**src/rtl/adder_chk_lfsr.sv**
```systemverilog
// Galois LFSR (right-shifting) with synchronous load and step enables.
//   i_clk, i_rst_n : clock, asynchronous active-low reset (state <= SEED)
//   i_load         : reload SEED (priority over i_step)
//   i_step         : advance one state
//   o_state        : current state
//   o_next         : state that the next step would produce
module adder_chk_lfsr #(
  parameter int unsigned     N    = 16,
  parameter logic [N-1:0]    TAPS = 16'hB400,
  parameter logic [N-1:0]    SEED = 16'h0001
) (
  input  logic         i_clk,
  input  logic         i_rst_n,
  input  logic         i_load,
  input  logic         i_step,
  output logic [N-1:0] o_state,
  output logic [N-1:0] o_next
);

  logic [N-1:0] state_q;

  always_comb begin
    o_next = {1'b0, state_q[N-1:1]};
    if (state_q[0]) begin
      o_next = o_next ^ TAPS;
    end
  end

  always_ff @(posedge i_clk or negedge i_rst_n) begin
    if (!i_rst_n) begin
      state_q <= SEED;
    end else if (i_load) begin
      state_q <= SEED;
    end else if (i_step) begin
      state_q <= o_next;
    end
  end

  assign o_state = state_q;

endmodule

```
**config.mk**
```make
export PLATFORM = sky130hd
export DESIGN_NAME = adder_chk_lfsr
export DESIGN_NICKNAME = d
export VERILOG_FILES = /design/src/rtl/adder_chk_lfsr.sv
export SDC_FILE = /design/constraint.sdc
export NUM_CORES = 1
export LEC_CHECK = 0
export ABC_AREA = 1
export BUFFER_PORTS_ARGS = -buffer_cell sky130_fd_sc_hd__buf_2
export CORE_MARGIN = 2
export CORE_UTILIZATION = 45
export DETAILED_ROUTE_END_ITERATION = 8
export GPL_TIMING_DRIVEN = 0
export PLACE_DENSITY = 0.88
export SLEW_MARGIN = 30
export SYNTH_ARGS = -nofsm -noshare
export SYNTH_HDL_FRONTEND = slang
export SYNTH_SLANG_ARGS = --single-unit
```
**constraint.sdc**
```tcl
create_clock -name i_clk -period 1.6 [get_ports i_clk]
set_input_delay 0.32 -clock i_clk [delete_from_list [all_inputs] [get_ports i_clk]]
set_output_delay 0.32 -clock i_clk [all_outputs]
set_load 0.02 [all_outputs]
```
# Word-level counts from Yosys, hierarchy flattened
# Cells that the tools add are included.
[op_classes] n_bitwise=1 n_mux=3 reduce_logical=1
[ops] op="two-way mux 16 bit" n=3
[ops] op="inverter 3 -> 4 bit" n=1
[ops] op="nonzero test 2 bit" n=1
[totals] elab_cells=6 out_inout_bits=32 ff_bits=16 inputBits=4

# Longest topological paths before layout
# Gate-level depths: netlist of the first run.
[logic_depth] depth_word=4 mapped_depth=4

# Least setup slack after synthesis of the first run
# No wires, ideal clock.
[synth_path] path_type="reg2out" start="reg state_q[0] (netlist: o_state[0])" end="out o_next[10]" slack_ns=0.280 arrival_time_ns=1.000 path_stages_with_launch=4 cell_sequence="dfstp_2 > inv_1 > nand2_1 > and2_1"
[synth_via] elab_chain_len=1
[synth_lines] item="start, declared" line_no="20" rtl="logic [N-1:0] state_q;"
[synth_lines] item="start signal, assigned" line_no="35" rtl="state_q <= o_next;"
[synth_lines] item="two-way mux 16 bit" line_no="24" rtl="if (state_q[0]) begin"
[synth_lines] item="end, declared" line_no="17" rtl="output logic [N-1:0] o_next"
# No other way between the ends.

# Final worst setup path of the first run
[layout_path] start="reg state_q[0] (netlist: o_state[0])" end="out o_next[12]"
# The elaborated chain is that of the path after synthesis.

==> results of run 1 <==
-- kinds of logic (layout without fill, tap and decap cells) --
logic type      count (synthesis)  after routing
compound gates                 11             11
buf+inv                        24             64
flops                          16             16
simple gates                   39             39
-- cell usage after synthesis (all sizes together) --
| cell type | instances |
|---|---|
| a21oi | 1 |
| and2 | 3 |
| buf | 14 |
| dfrtp | 15 |
| dfstp | 1 |
| inv | 10 |
| nand2 | 30 |
| nand3 | 4 |
| nor2 | 2 |
| o21ai | 10 |
-- report_power, final --
group / switching, mW / internal [mW]
clock: 0.131 / 0.138
sequential: 0.0169 / 0.420
combinational: 0.102 / 0.0714
-- what timing repair did --
action	in CTS	in global routing
resized for setup	8	9
endpoints found under the setup margin	3	3
endpoints found under the hold margin	15	0
hold buffers	1	0
-- layout make-up --
cell class | instances | area (sq um)
Clock buffer | 4 | 36.28
Inverter | 10 | 40.04
Sequential cell | 16 | 401.6
Buffer | 14 | 105.1
Multi-Input combinational cell | 50 | 246.5
Fill cell | 117 | 505.5
Tap cell | 16 | 20.02
Timing Repair Buffer | 36 | 203.9
-- how the worst min path moves through the flow --
stage,start,end,slack [ps]
2_1_floorplan,i_rst_n,o_state[10]$_DFFE_PN0P_,20
3_3_place_gp,i_rst_n,o_state[9]$_DFFE_PN0P_,240
3_5_place_dp,i_rst_n,o_state[9]$_DFFE_PN0P_,250
4_1_cts,i_step,o_state[0]$_DFFE_PN1P_,250
5_1_grt,i_step,o_state[0]$_DFFE_PN1P_,270
6_report,i_step,o_state[0]$_DFFE_PN1P_,250
-- through the flow --
stage / cell area, sq um / TNS, ps / worst slack (ps) / hold slack [ps]
floorplan: 765.7 / 0 / 280.1 / 24.41
global placement: 960.9 / 0 / 272.8 / 241.2
detailed placement: 960.9 / 0 / 258.5 / 252.8
CTS: 1027 / -5.329 / -5.329 / 245.8
global route: 1054 / -228.1 / -80.87 / 266.1
finish: 1054 / -67.49 / -38.92 / 249.4
-- per-layer routing --
metal	wire [microns]	track usage (%)	up-vias
met2	848	30.00	31
met1	748	22.11	324
li1	-	-	346
met4	38	10.59	0
met3	96	4.000	5
met5	0	0	-
==> metrics.md, run 1 <==
| Metric | Value |
|---|---|
| Grt total ovfl | 0 |
| Worst relative slew slack | 76.69% |
| Total CTS buffers | 3 |
| Max Cap Viol | 0 |
| Crit path buf inv count | 1 |
| Utilization after layout | 67.58% |
| Synth Area in XOR/XNOR | 0% |
| FF-to-FF path depth | 3 |
| Post-Layout Cell Count | 146 |
| Post-route setup slack | -38.92 ps |
| Fin Clk Skew | 9.067 ps |
| Placed Cells | 141 |
| CTS tree | yes |
| Worst r2r src | o_state[0]$_DFFE_PN1P_ |
| Total die area | 2048 sq um |
| Critical R2R Capture | o_state[12]$_DFFE_PN0P_ |
| CP max stage cell | dfstp_2 |
| Critical Path Source Type | register |
| Final ANT Viol Nets | 0 |
| Synth Register Bits | 16 |
| Dpl hpwl | 1.223 mm |
| Dominant cell type by area after synthesis | dfrtp_1 |
| Die Wd | 45.25 microns |
| Fin crit period | 1639 ps |
| Adder-Cell Fraction of Synth Area | 0% |
| Critical Path AT | 1320 ps |
| Initial antenna violation count | 0 |
| Syn Inst Count | 90 |
| Nets@finish | 135 |
| Power consumption | 0.8801 mW |
| CP Class | reg2out |
| # IOs | 36 |
| Routed wire length per instance | 11.86 microns |
| CP delay by family, top | flip-flops |
| CTS HTree Levels | 1 |
| Post-CTS setup buffer count | 0 |
| Cell Rows | 14 |
| Post-Syn Nets | 94 |
| RSZ-0062 raised after global routing | true |
| Vias/cell | 4.836 |
| Status | finished, violations left |
| CTS Root Cell | clkbuf_4 |
| Ys Warns | 0 |
| Yosys cell types | 13 |
| Cell Pwr Density | 835.4 nW/um^2 |
| Multiplexer share of the synthesized area | 0% |
| Drt total wl | 1.731 mm |
| Hold crit path type | in2reg |
| Number of global-route vias before repair | 617 |
| Largest net degree at the start of global routing | 17 |
| CP endpoint kind | primary output |
| Layout cell share with drive strength beyond 1 | 50.00% |
| Hold path cells | 2 |
| DRC viols | 0 |
| All-Layer GR Usage | 18.34% |
| Flop2flop setup slack | 620 ps |
| Number of DRC markers in iteration 0 | 10 |
| Core area | 1559 sq um |
| Synth Area in Simple Gates | 21.73% |
| DRT Pass-1 Iters | 4 |
| Starting density of the core | 49.12% |
| Crit-path cells | nand2_1, and2_4, buf_6 |
| Largest family of logic cells by synthesized area | simple AND/OR/NAND/NOR gates |
| Crit-path max FO | 6 |
| CP endpoint | o_next[12] |
| Compound-gate portion of the synthesized area | 7.190% |
| Detailed-route via count | 706 |
| Top-area cell type share of the netlist area | 49.02% |
| Failing checks | negative setup slack |
| Clk_lat worst skew | 290 ps |
| RD Place Congestion | 0.7673 |
| Register area share after synthesis | 52.45% |
| Leak | 0.6238 nW |
| Fin crit share | 102.4% |
| Diodes inserted | 0 |
| Req. time, crit path | 1280 ps |
| Syn Area/Cell | 8.508 sq um |
| Most common cell after layout, fill and taps aside | buf_2 |
| Final hold violations | 0 |
| Fmax | 610.2 MHz |
| Crit. Startpoint | o_state[0]$_DFFE_PN1P_ |
| First-pass GRT wire length | 2.622 mm |
| Most frequent cells in the layout | buf_2 (32), nand2_1 (25), dfrtp_1 (15) |
| CTS max path bufs | 2 |
| Peak supply drop | 0.4577 mV |
| Clock sink count | 16 |
| Die Y | 45.25 microns |
| Crit path largest cell delay | 630 ps |
| Max-slew violations | 0 |
| Area Overhead vs Synth | 37.58% |
| Synthesized area | 765.7 sq um |
| Clock slew at reported path FFs | 90 ps |
| Critical Path Stages | 3 |
| Max reg flops | 16 |
| Final setup violating endpoints | 3 |
| Top cells by area, synth | dfrtp_1 (49%), nand2_1 (15%), buf_4 (14%) |
| Port bufs | 35 |
| Least-Margin Pin Slew | 349.6 ps |
Power figures use the tool's default switching activity.
==> run 2, diff against run 1 <==
--- a/config.mk
+++ b/config.mk
@@ -6,12 +6,12 @@
 export NUM_CORES = 1
 export LEC_CHECK = 0
 export ABC_AREA = 1
-export BUFFER_PORTS_ARGS = -buffer_cell sky130_fd_sc_hd__buf_2
+export BUFFER_PORTS_ARGS = -buffer_cell sky130_fd_sc_hd__buf_4
 export CORE_MARGIN = 2
-export CORE_UTILIZATION = 45
+export CORE_UTILIZATION = 47
 export DETAILED_ROUTE_END_ITERATION = 8
 export GPL_TIMING_DRIVEN = 0
-export PLACE_DENSITY = 0.88
+export PLACE_DENSITY = 0.91
 export SLEW_MARGIN = 30
 export SYNTH_ARGS = -nofsm -noshare
 export SYNTH_HDL_FRONTEND = slang
==> metrics.md, run 2 (synthesis gave the netlist of run 1 again) <==
| Metric | Value |
|---|---|
| Failing checks | negative setup slack |
| Critical Path Stages | 3 |
| Logic pwr share | 21.6% |
| Vias/cell | 4.764 |
| CP Class | reg2out |
| Fillcell total | 110 |
| Fin crit period | 1618 ps |
| Critical R2R Capture | o_state[0]$_DFFE_PN1P_ |
| First-pass GRT wire length | 2.856 mm |
| Min-delay src | i_step |
| Final ANT Viol Nets | 0 |
| Worst r2r src | o_state[0]$_DFFE_PN1P_ |
| Max-slew violations | 0 |
| Drt total wl | 1.759 mm |
| Fin crit share | 101.1% |
| CTS Root Cell | clkbuf_4 |
| # IOs | 36 |
| Clock slew at reported path FFs | 90 ps |
| Least-Margin Pin Slew | 245.6 ps |
| Final hold violations | 0 |
| Clock power share | 29.7% |
| Grt met3 use | 6.122% |
| Dpl cell area | 1049 sq um |
| Most frequent cells in the layout | buf_4 (48), nand2_1 (26), dfrtp_1 (15) |
| Hold path cells | 2 |
| Hold slack | 226.1 ps |
| Worst relative slew slack | 83.59% |
| Die Wd | 44.37 microns |
| Grt total ovfl | 0 |
| Sequential Power Share | 48.7% |
| Met2 usage | 34.12% |
| Number of DRC markers in iteration 0 | 16 |
| Worst slack, placed | 251.7 ps |
| Clk_lat worst skew | 280 ps |
| Layout cell share with drive strength beyond 1 | 50.00% |
| Sequential Area | 401.6 sq um |
| Die Y | 44.37 microns |
| Flop2flop setup slack | 530 ps |
| Post-Layout Cell Count | 148 |
| Post-route setup slack | -17.86 ps |
| Utilization after layout | 74.88% |
| Fin area | 1141 sq um |
| CP max stage cell | dfstp_2 |
| CTS tree | yes |
| Most Crowded Layer GR | met2 |
| RD Place Congestion | 0.7459 |
| Multi-input gate area | 239.0 sq um |
| DRT Pass-1 Iters | 4 |
| CP delay by family, top | flip-flops |
| Routed wire length per instance | 11.89 microns |
| Number of global-route vias before repair | 645 |
| Power consumption | 0.8973 mW |
| CTS HTree Levels | 1 |
| Critical Path AT | 1300 ps |
| Crit-path cells | nand2_1, and2_4, buf_6 |
| Total die area | 1968 sq um |
| DRC viols | 0 |
| Crit path largest cell delay | 620 ps |
| Fmax | 618.1 MHz |
| Cell Pwr Density | 786.4 nW/um^2 |
| Total CTS buffers | 3 |
| Max Cap Viol | 0 |
| Sw Ratio | 27.73% |
| Port bufs | 35 |
| Leak | 0.6358 nW |
| All-Layer GR Usage | 20.73% |
| Diodes inserted | 0 |
| Status | finished, violations left |
| Largest net degree at the start of global routing | 17 |
| CTS max path bufs | 2 |
| Most common cell after layout, fill and taps aside | buf_4 |
| CP endpoint kind | primary output |
| Setup TNS Final | -17.86 ps |
| Sw power | 0.2488 mW |
| Peak supply drop | 0.6830 mV |
| Core area | 1524 sq um |
| Dpl hpwl | 1.247 mm |
| Crit path buf inv count | 1 |
| Starting density of the core | 50.25% |
| Clock sink count | 16 |
| Placed Cells | 141 |
| RSZ-0062 raised after global routing | true |
| Pint | 0.6485 mW |
| Initial antenna violation count | 0 |
| Crit-path max FO | 6 |
| Req. time, crit path | 1280 ps |
| Detailed-route via count | 705 |
| Nets@finish | 137 |
| Critical Path Source Type | register |
| Area Overhead vs Synth | 49.02% |
| Fin Clk Skew | 0.8618 ps |
| Final setup violating endpoints | 1 |
| Hold crit path type | in2reg |
| M1 GR Usage | 24.93% |
| FF-to-FF path depth | 3 |
| WHS Endpoint | o_state[0]$_DFFE_PN1P_ |
| Max reg flops | 16 |
| Cell Rows | 14 |
-- run 2: cell count changes in the layout (fill, tap and decap cells not counted) --
cell	previous run	this run
buf_2	32	0
buf_4	14	48
nand2_1	25	26
nand2_4	1	0
-- run 2: layout make-up --
cell class                      count  area share, %
Multi-Input combinational cell     50          20.94
Sequential cell                    16          35.20
Timing Repair Buffer               38          26.21
Clock buffer                        4          3.180
Tap cell                           16          1.754
Buffer                             14          9.211
Inverter                           10          3.509
-- run 2: power groups by stage --
stage	sequential, mW	combinational, mW	clock, mW
floorplan	0.458	0.0754	0
global placement	0.442	0.165	0
detailed placement	0.443	0.169	0
CTS	0.436	0.191	0.271
global route	0.440	0.208	0.291
finish	0.437	0.194	0.266
-- run 2: how the worst max path moves through the flow --
stage / endpoint / startpoint
finish: o_next[10] / o_state[0]$_DFFE_PN1P_
global route: o_next[10] / o_state[0]$_DFFE_PN1P_
CTS: o_next[12] / o_state[0]$_DFFE_PN1P_
detailed placement: o_next[10] / o_state[0]$_DFFE_PN1P_
global placement: o_next[13] / o_state[0]$_DFFE_PN1P_
floorplan: o_next[10] / o_state[0]$_DFFE_PN1P_
-- run 2: routing by layer --
metal	up-vias	routed length (microns)
met3	0	157
met5	-	0
met1	313	717
met2	42	884
li1	350	-
met4	0	0
-- run 2: repair_timing --
action	in CTS	in global routing
resized for setup	8	4
hold buffers	1	0
endpoints found under the hold margin	15	0
setup buffers	2	0
setup endpoints to repair	3	3
==> run 3, diff against run 2 <==
--- a/config.mk
+++ b/config.mk
@@ -9,9 +9,11 @@
 export BUFFER_PORTS_ARGS = -buffer_cell sky130_fd_sc_hd__buf_4
 export CORE_MARGIN = 2
 export CORE_UTILIZATION = 47
+export CTS_BUF_LIST = sky130_fd_sc_hd__clkbuf_16
 export DETAILED_ROUTE_END_ITERATION = 8
 export GPL_TIMING_DRIVEN = 0
 export PLACE_DENSITY = 0.91
+export SKIP_LAST_GASP = 1
 export SLEW_MARGIN = 30
 export SYNTH_ARGS = -nofsm -noshare
 export SYNTH_HDL_FRONTEND = slang
==> metrics.md, run 3 (synthesis gave the netlist of run 1 again) <==
| Metric | Value |
|---|---|
| Critical Path Source Type | register |
| Worst relative slew slack | 82.84% |
| Layout cell share with drive strength beyond 1 | 43.94% |
| Max Cap Viol | 0 |
| Crit path largest cell delay | 600 ps |
| First-pass GRT wire length | 2.904 mm |
| Fin Clk Skew | 3.625 ps |
| Fin crit share | 99.03% |
| CTS max path bufs | 2 |
| DRT Pass-1 Iters | 4 |
| Die Y | 44.37 microns |
| Port bufs | 35 |
| Dpl hpwl | 1.247 mm |
| Hold slack | 274.5 ps |
| Least-Margin Pin Slew | 256.8 ps |
| Req. time, crit path | 1280 ps |
| CP max stage cell | dfstp_2 |
| Final setup violating endpoints | 0 |
| Die Wd | 44.37 microns |
| Fmax | 631.1 MHz |
| Routed wire length per instance | 13.01 microns |
| Most common cell after layout, fill and taps aside | buf_4 |
| Drt total wl | 1.925 mm |
| CTS Root Cell | clkbuf_16 |
| All-Layer GR Usage | 20.78% |
| Largest net degree at the start of global routing | 17 |
| Final hold violations | 0 |
| Clock slew at reported path FFs | 50 ps |
| Initial antenna violation count | 0 |
| CP endpoint kind | primary output |
| Cell Pwr Density | 955.2 nW/um^2 |
| Crit-path cells | inv_2, nand2_1, and2_1, buf_4 |
| CP Class | reg2out |
| # IOs | 36 |
| CTS HTree Levels | 1 |
| RD Place Congestion | 0.7459 |
| Final ANT Viol Nets | 0 |
| Most frequent cells in the layout | buf_4 (51), nand2_1 (30), dfrtp_1 (15) |
| Critical Path AT | 1260 ps |
| Core area | 1524 sq um |
| Diodes inserted | 0 |
| Starting density of the core | 50.25% |
| Nets@finish | 137 |
| Crit path buf inv count | 2 |
| Detailed-route via count | 745 |
| DRC viols | 0 |
| Area Overhead vs Synth | 50.49% |
| Clk_lat worst skew | 240 ps |
| Total die area | 1968 sq um |
| Total CTS buffers | 3 |
| Clock sink count | 16 |
| Number of DRC markers in iteration 0 | 23 |
| Grt total ovfl | 0 |
| Status | finished, final reports clean |
| Cell Rows | 14 |
| Hold crit path type | in2reg |
| Number of global-route vias before repair | 639 |
| CP delay by family, top | flip-flops |
| Fin crit period | 1585 ps |
| CTS tree | yes |
| Max reg flops | 16 |
| Peak supply drop | 0.5647 mV |
| Crit-path max FO | 6 |
| Max-slew violations | 0 |
| RSZ-0062 raised after global routing | true |
| Leak | 0.6399 nW |
| Setup TNS Final | 0 ps |
| Vias/cell | 5.034 |
run 3: changes by cell type in the layout (fill, tap and decap cells not counted):
cell       before  now
buf_6           3    0
and2_1          0    3
nand2_2         4    0
clkbuf_16       0    3
and2_4          3    0
nand2_1        26   30
clkbuf_4        3    0
clkinv_1        0    1
clkbuf_8        1    0
inv_4           1    0
inv_2           1    2
buf_4          48   51
run 3: power by group:
| group | switching [mW] | internal [mW] | total (mW) |
|---|---|---|---|
| Clock | 0.153 | 0.331 | 0.484 |
| Sequential | 0.0173 | 0.421 | 0.438 |
| Combinational | 0.101 | 0.0775 | 0.179 |
run 3: final cells by class:
cell class              instances  area [sq um]
repair buffers                 38         287.8
clock inverters                 1         3.754
clock buffers                   3         75.07
multi-input cells              50         221.5
plain buffers                  14         105.1
fillers                       115         371.6
inverters                      10         37.54
well taps                      16         20.02
flip-flops and latches         16         401.6
run 3: worst paths after layout:
| check | from | end | slack [ps] | depth (start not counted) |
|---|---|---|---|---|
| setup / recovery | o_state[0]$_DFFE_PN1P_ | o_next[10] | 20 | 4 |
| hold / removal | i_step | o_state[0]$_DFFE_PN1P_ | 270 | 2 |
| setup reg to reg | o_state[0]$_DFFE_PN1P_ | o_state[0]$_DFFE_PN1P_ | 540 | 3 |
| hold reg to reg | o_state[10]$_DFFE_PN0P_ | o_state[10]$_DFFE_PN0P_ | 540 | 2 |
| max in group asynchronous | i_rst_n | o_state[0]$_DFFE_PN1P_ | 890 | 2 |
| min in group asynchronous | i_rst_n | o_state[14]$_DFFE_PN0P_ | 460 | 2 |
run 3: stage by stage:
stage | total power [mW] | cell area, sq um | util, % | instances | worst slack [ps]
final | 1.101 | 1152 | 75.62 | 148 | 15.47
after global routing | 1.134 | 1152 | 75.62 | 148 | -6.007
after CTS | 1.099 | 1145 | 75.12 | 147 | 5.498
after detailed placement | 0.6123 | 1049 | 68.80 | 141 | 251.7
after global placement | 0.6070 | 1049 | 68.80 | 141 | 274.2
after floorplan | 0.5332 | 765.7 | - | 90 | 280.1
run 3: repair_timing:
| action | CTS | global route |
|---|---|---|
| setup buffers | 1 | 1 |
| resized for setup | 1 | 0 |
| hold endpoints to repair | 15 | 0 |
| hold buffers | 1 | 0 |
| setup endpoints to repair | 3 | 2 |
run 3: per-layer routing:
metal / GRT usage [%] / wire length [microns]
met5: 0 / 0
met1: 25.33 / 717
met3: 4.082 / 174
met2: 36.47 / 1017
met4: 7.273 / 15
